==> src/rtl/timebase_scheduler_if.sv <==
// Divisor configuration port for timebase_scheduler (valid/ready handshake).
// TIMEBASE_ONESHOT_EN adds the cfg_oneshot request bit.
interface timebase_scheduler_if #(
  parameter int NCH = 4,
  parameter int CW  = 32
);
  logic                   cfg_valid;
  logic                   cfg_ready;
  logic [$clog2(NCH)-1:0] cfg_ch;
  logic [CW-1:0]          cfg_div;
`ifdef TIMEBASE_ONESHOT_EN
  logic                   cfg_oneshot;

  modport master (output cfg_valid, cfg_ch, cfg_div, cfg_oneshot, input cfg_ready);
  modport slave  (input cfg_valid, cfg_ch, cfg_div, cfg_oneshot, output cfg_ready);
`else
  modport master (output cfg_valid, cfg_ch, cfg_div, input cfg_ready);
  modport slave  (input cfg_valid, cfg_ch, cfg_div, output cfg_ready);
`endif
endinterface

==> src/rtl/timebase_scheduler.sv <==
// Multi-channel timebase: per-channel divisor counters producing tick enables and
// 50% toggles, with glitch-free divisor updates. Optional macro: TIMEBASE_ONESHOT_EN.
module timebase_scheduler #(
  parameter int          NCH         = 4,
  parameter int          CW          = 32,
  parameter int unsigned DEFAULT_DIV = 50000000
) (
  input  logic             clk_in,
  input  logic             rst_n,
  input  logic             start,
  input  logic             stop,
  timebase_scheduler_if.slave cfg,
  output logic             running,
  output logic [NCH-1:0]   tick,
  output logic [NCH-1:0]   clk_out,
  output logic [NCH-1:0]   pending
);
  localparam int CHW = $clog2(NCH);

  typedef enum logic {IDLE, RUN} state_e;

  state_e          state_q, state_d;
  logic [CW-1:0]   ctr_q    [NCH];
  logic [CW-1:0]   ctr_d    [NCH];
  logic [CW-1:0]   div_q    [NCH];
  logic [CW-1:0]   div_d    [NCH];
  logic [CW-1:0]   shadow_q [NCH];
  logic [CW-1:0]   shadow_d [NCH];
  logic [NCH-1:0]  tick_q, tick_d;
  logic [NCH-1:0]  clk_q, clk_d;
  logic [NCH-1:0]  pend_q, pend_d;
`ifdef TIMEBASE_ONESHOT_EN
  logic [NCH-1:0]  os_q, os_d;
  logic [NCH-1:0]  done_q, done_d;
`endif
  logic            accept;

  assign running       = (state_q == RUN);
  assign tick          = tick_q;
  assign clk_out       = clk_q;
  assign pending       = pend_q;
  assign cfg.cfg_ready = !(running && pend_q[cfg.cfg_ch]);
  assign accept        = cfg.cfg_valid && cfg.cfg_ready;

  always_comb begin
    state_d  = state_q;
    ctr_d    = ctr_q;
    div_d    = div_q;
    shadow_d = shadow_q;
    tick_d   = '0;
    clk_d    = clk_q;
    pend_d   = pend_q;
`ifdef TIMEBASE_ONESHOT_EN
    os_d     = os_q;
    done_d   = done_q;
`endif

    unique case (state_q)
      IDLE:    if (start && !stop) state_d = RUN;
      RUN:     if (stop)           state_d = IDLE;
      default: state_d = IDLE;
    endcase

    for (int unsigned i = 0; i < NCH; i++) begin
      logic wr;
      logic hold;
      wr   = accept && (cfg.cfg_ch == CHW'(i));
      hold = 1'b0;
`ifdef TIMEBASE_ONESHOT_EN
      hold = os_q[i] && done_q[i];
`endif
      if (state_q == IDLE || state_d == IDLE) begin
        // Idle and the stop edge share the clear; the stop edge also flushes the shadow.
        ctr_d[i]  = '0;
        clk_d[i]  = 1'b0;
        pend_d[i] = 1'b0;
        if (wr) begin
          div_d[i] = cfg.cfg_div;
        end else if (pend_q[i]) begin
          div_d[i] = shadow_q[i];
        end
`ifdef TIMEBASE_ONESHOT_EN
        done_d[i] = 1'b0;
        if (wr) os_d[i] = cfg.cfg_oneshot;
`endif
      end else begin
        if (div_q[i] == '0) begin
          ctr_d[i] = '0;
          if (pend_q[i]) begin
            div_d[i]  = shadow_q[i];
            pend_d[i] = 1'b0;
          end
        end else if (hold) begin
          ctr_d[i] = '0;
        end else if (ctr_q[i] == div_q[i] - CW'(1)) begin
          ctr_d[i]  = '0;
          tick_d[i] = 1'b1;
          clk_d[i]  = ~clk_q[i];
          if (pend_q[i]) begin
            div_d[i]  = shadow_q[i];
            pend_d[i] = 1'b0;
          end
`ifdef TIMEBASE_ONESHOT_EN
          if (os_q[i]) done_d[i] = 1'b1;
`endif
        end else begin
          ctr_d[i] = ctr_q[i] + CW'(1);
        end
        // A write is only accepted with pend_q clear, so it never races the apply above.
        if (wr) begin
          shadow_d[i] = cfg.cfg_div;
          pend_d[i]   = 1'b1;
`ifdef TIMEBASE_ONESHOT_EN
          os_d[i]     = cfg.cfg_oneshot;
          done_d[i]   = 1'b0;
`endif
        end
      end
    end
  end

  always_ff @(posedge clk_in or negedge rst_n) begin
    if (!rst_n) begin
      state_q <= IDLE;
      for (int unsigned i = 0; i < NCH; i++) begin
        ctr_q[i]    <= '0;
        div_q[i]    <= CW'(DEFAULT_DIV);
        shadow_q[i] <= '0;
      end
      tick_q <= '0;
      clk_q  <= '0;
      pend_q <= '0;
`ifdef TIMEBASE_ONESHOT_EN
      os_q   <= '0;
      done_q <= '0;
`endif
    end else begin
      state_q  <= state_d;
      ctr_q    <= ctr_d;
      div_q    <= div_d;
      shadow_q <= shadow_d;
      tick_q   <= tick_d;
      clk_q    <= clk_d;
      pend_q   <= pend_d;
`ifdef TIMEBASE_ONESHOT_EN
      os_q     <= os_d;
      done_q   <= done_d;
`endif
    end
  end
endmodule

==> src/flat_wrapper.sv <==
// flat-port wrapper written by rule: the top's interface ports become plain ports
module timebase_scheduler_flat 
#(
  parameter int          NCH         = 4,
  parameter int          CW          = 32,
  parameter int unsigned DEFAULT_DIV = 50000000
)
  (clk_in, rst_n, start, stop, running, tick, clk_out, pending, cfg_cfg_valid, cfg_cfg_ch, cfg_cfg_div, cfg_cfg_ready);
  timebase_scheduler_if #(.NCH(NCH), .CW(CW)) cfg_i ();
  input  logic clk_in;
  input  logic rst_n;
  input  logic start;
  input  logic stop;
  output logic running;
  output logic [NCH-1:0] tick;
  output logic [NCH-1:0] clk_out;
  output logic [NCH-1:0] pending;
  input wire logic [$bits(cfg_i.cfg_valid)-1:0] cfg_cfg_valid;
  input wire logic [$bits(cfg_i.cfg_ch)-1:0] cfg_cfg_ch;
  input wire logic [$bits(cfg_i.cfg_div)-1:0] cfg_cfg_div;
  output wire logic [$bits(cfg_i.cfg_ready)-1:0] cfg_cfg_ready;
  assign cfg_i.cfg_valid = cfg_cfg_valid;
  assign cfg_i.cfg_ch = cfg_cfg_ch;
  assign cfg_i.cfg_div = cfg_cfg_div;
  assign cfg_cfg_ready = cfg_i.cfg_ready;
  timebase_scheduler #(.NCH(NCH), .CW(CW), .DEFAULT_DIV(DEFAULT_DIV)) u_core (.clk_in(clk_in), .rst_n(rst_n), .start(start), .stop(stop), .cfg(cfg_i), .running(running), .tick(tick), .clk_out(clk_out), .pending(pending));
endmodule
==> config.mk <==
export PLATFORM = sky130hd
export DESIGN_NAME = timebase_scheduler_flat
export DESIGN_NICKNAME = d
export VERILOG_FILES = /design/src/rtl/timebase_scheduler_if.sv /design/src/rtl/timebase_scheduler.sv /design/src/flat_wrapper.sv
export SDC_FILE = /design/constraint.sdc
export NUM_CORES = 1
export LEC_CHECK = 0
export ABC_AREA = 1
export BUFFER_PORTS_ARGS = -buffer_cell sky130_fd_sc_hd__buf_2
export CORE_ASPECT_RATIO = 0.8
export CORE_MARGIN = 2
export CORE_UTILIZATION = 60
export DETAILED_ROUTE_END_ITERATION = 12
export PLACE_DENSITY = 0.76
export SYNTH_ARGS = -nofsm -noshare
export SYNTH_HDL_FRONTEND = slang
export SYNTH_SLANG_ARGS = --single-unit
==> constraint.sdc <==
create_clock -name clk_in -period 3.51 [get_ports clk_in]
set_clock_uncertainty 0.15 [all_clocks]
set_input_delay 0.1755 -clock clk_in [delete_from_list [all_inputs] [get_ports clk_in]]
set_output_delay 0.1755 -clock clk_in [all_outputs]
set_load 0.01 [all_outputs]
==> impl_metrics.csv <==
group,metric,value,unit
yosys,synth.area.top_cells,"dfrtp_1 35%, nand2_1 13%, nor2_1 11%",
floorplan,start_util,61.0,%
yosys,yosysSeqAreaShare,40.3,%
drt,drt-total-wl,75.6,mm
place,port_buffers,52,
cts,cts-resized-gates,0,
drt,final_antenna_net_count,0,
cts,clock_latency,0.58,ns
worst_setup_path,path_cells,"inv_1 > ha_1 > nand2_2 > nor2_4 > nand2_1 > nand2_1 > nand2_1 > nor2_1 > nand3_1 > nor2_1 > nand3_1 > nor2_1 > nand2_2 > nand2_4 > buf_12 > nand2_1 > o21ai_0",
drt,wire_per_inst,18.0,um
floorplan,dieArea,43000,sq um
global_route,gr-usage-met1,47.3,%
worst_setup_path,cp_slowest_cell,"dfrtp_1",
worst_setup_path,crit_buf_inv,2,
place,routabilityCongestion,0.998,
yosys,yosysWarnings,0,
worst_setup_path,path_max_fanout,34,
yosys,synth_ff_type,"dfrtp_1",
global_route,grt-busiest-layer,"met2",
global_route,grt_usage,35.2,%
yosys,synthArstFlopShare,100,%
floorplan,rows,66,
cts,clkSinkCount,397,
floorplan,ios,53,
floorplan,dieHeight,186,um
yosys,postSynthRegisterBits,397,
run,cap_viol_max_count,0,
final_layout,nets,3660,
drt,firstDrtPassIters,6,
final_layout,syn_to_final_growth,10.1,%
status,status,"complete, no violations",
cts,post_cts_buffers,0,
drt,initialDrtViolationCount,2090,
yosys,synth_top_area_share,35.2,%
power,p_total,14.6,mW
worst_setup_path,worstSetupStartpointType,"flip-flop",
worst_setup_path,critPathKind,"reg2reg",
global_route,globalRouteMet2Util,55.6,%
worst_setup_path,cp_data_required_time,3.85,ns
worst_setup_path,cp_top_family,"simple AND/OR/NAND/NOR gates",
power,leakage,12.7,nW
sta,finalSetupTns,0,ns
yosys,synth.avg_cell_area,6.94,sq um
place,placed_cells,4074,
cts,cts_root_buf,"clkbuf_16",
sta,rsz0062_at_grt,"false",
sta,min_period,3.25,ns
min_path,hold_path_class,"in2async",
cts,htree_levels,2,
sta,clock.fmax,308,MHz
final_layout,instances_no_fill,4194,
global_route,met3_usage,9.01,%
global_route,grt_max_degree,98,
final_layout,layout-drive-gt1-share,7.05,%
yosys,syn_area,24800,sq um
global_route,grt_overflow_total,0,
yosys,post_synth_num_cell_types,41,
yosys,synth_fp_nets,3622,
drt,vias,23600,
worst_setup_path,cp_common_cell,"nand2_1",
global_route,grt_pass1_vias,22200,
cts,cts_hold_buf,38,
sta,drv_slew,0,
power,vdd_drop_max,0.454,mV
cts,clk_pin_slew,0.07,ns
power,p_per_area,533,nW/um^2
sta,max_slew_margin,53.3,%
yosys,synth_largest_area_cell,"dfrtp_1",
sta,setup-violations-final,0,
global_route,antenna_found_initial,1,
drt,drcViolationCount,0,
cts,cts_tree,"done",
floorplan,coreArea,40700,sq um
sta,hold_viol_final,0,
global_route,grt_pass1_wl,118,mm
floorplan,die_w,231,um
cts,cts_buffer_depth,3,
cts,cts_buffers,43,
worst_setup_path,crit_path_end_kind,"flip-flop",
yosys,synth_cells,3575,
drt,vias_per_cell,5.63,
worst_setup_path,arrival,3.59,ns
worst_setup_path,critPathMaxStageDelay,0.39,ns
yosys,synth_commonest_cells,"831 x nand2_1, 729 x nor2_1, 362 x inv_1",
sta,period_share,92.5,%
yosys,synth_edf_count,0,
place,dpl.hpwl,54.2,mm
sta,max_slew.worst_pin.slew,0.701,ns
yosys,synth_most_common_cell,"nand2_1",
power breakdown:
| part | leakage (nW) | switching, mW | total [mW] | internal [mW] |
|---|---|---|---|---|
| registers | 5.07 | 0.738 | 6.13 | 5.39 |
| logic | 6.97 | 2.40 | 3.79 | 1.39 |
| clock network | 0.698 | 1.93 | 4.65 | 2.71 |
| total | 12.7 | 5.07 | 14.6 | 9.49 |
per-stage QoR:
stage	utilization (%)	hold WS (ns)	worst slack [ns]	cell area [sq um]
6_report	67.1	0.00778	0.264	27300
5_1_grt	67.1	0.0494	0.0106	27300
4_1_cts	67.1	0.0205	0.333	27300
3_5_place_dp	62.6	0.0497	0.348	25500
3_3_place_gp	62.6	0.0534	0.497	25500
2_1_floorplan	-	-0.270	1.02	24800
area by class of cell:
class,count,area [sq um]
diodes,3,7.51
clock buffers,68,1310
clock inverters,11,114
fillers,3532,13400
inverters,367,1380
multi-input cells,2686,12800
flip-flops and latches,397,10000
well taps,544,681
repair buffers,118,1050
worst register-to-register path: cells and delay by family (launching register included):
kind / cells / cell delay, ns
AO/OA/AOI/OAI: 1 / 0.09
buffers and inverters: 2 / 0.36
AND/OR/NAND/NOR: 13 / 1.94
flip-flops: 1 / 0.39
adder cells (fa/ha/maj): 1 / 0.22
cells by family after synthesis:
| group | after synthesis | share of synthesized area (%) |
|---|---|---|
| AO/OA/AOI/OAI | 579 | 11.8 |
| buffers and inverters | 492 | 8.29 |
| adder cells (fa/ha/maj) | 8 | 0.403 |
| AND/OR/NAND/NOR | 1873 | 31.0 |
| flip-flops | 397 | 40.3 |
| XOR/XNOR | 226 | 8.20 |
state kept, by name, indices dropped and copies added (netlist names):
signal / count
u_core.ctr_q: 128
u_core.div_q: 128
u_core.tick: 4
u_core.running: 1
u_core.clk_out: 4
u_core.shadow_q: 128
u_core.pending: 4
worst paths after layout:
check	from	endpoint	slack, ns	cells after the start
setup / recovery	u_core.div_q[64]	u_core.div_q[64]	0.26	17
hold / removal	rst_n	u_core.ctr_q[72]	0.008	2
setup reg to reg	u_core.div_q[64]	u_core.div_q[64]	0.26	17
hold reg to reg	u_core.shadow_q[109]	u_core.shadow_q[109]	0.34	2
max in group asynchronous	rst_n	u_core.ctr_q[8]	2.22	3
min in group clk_in	u_core.shadow_q[109]	u_core.shadow_q[109]	0.34	2
routing by layer:
layer | wire length, um | share of wire, %
met3 | 6880 | 9.1
met5 | 0 | 0
met1 | 32400 | 43
met4 | 2330 | 3.1
met2 | 34000 | 45
layout by cell type (no fill, tap or decap), types with 3 or more instances in the layout:
cell type | Yosys | layout
clkinv_2 | 0 | 6
buf_12 | 0 | 15
xnor3_1 | 4 | 4
clkbuf_16 | 0 | 45
buf_4 | 15 | 13
o21ai_0 | 282 | 282
ha_1 | 8 | 8
a31oi_1 | 4 | 4
clkbuf_1 | 48 | 13
diode_2 | 0 | 3
o21ai_1 | 17 | 17
nand3b_1 | 23 | 23
dlygate4sd3_1 | 0 | 38
nor3_2 | 5 | 5
dfrtp_1 | 349 | 345
nor4_1 | 14 | 14
nand3_2 | 6 | 9
buf_2 | 34 | 51
nor2_2 | 19 | 19
nand4_1 | 49 | 49
a21oi_1 | 267 | 267
nand2_1 | 831 | 830
dfstp_2 | 48 | 48
nor3_1 | 39 | 39
clkbuf_8 | 0 | 10
nor2_1 | 729 | 729
or2_2 | 3 | 3
nand3_1 | 135 | 132
xnor2_1 | 80 | 80
inv_2 | 4 | 4
inv_1 | 362 | 362
nand2_2 | 9 | 10
nor2_4 | 5 | 5
xor2_1 | 142 | 142
o21bai_1 | 4 | 4
dfrtp_2 | 0 | 4
Power figures use the tool's default switching activity.
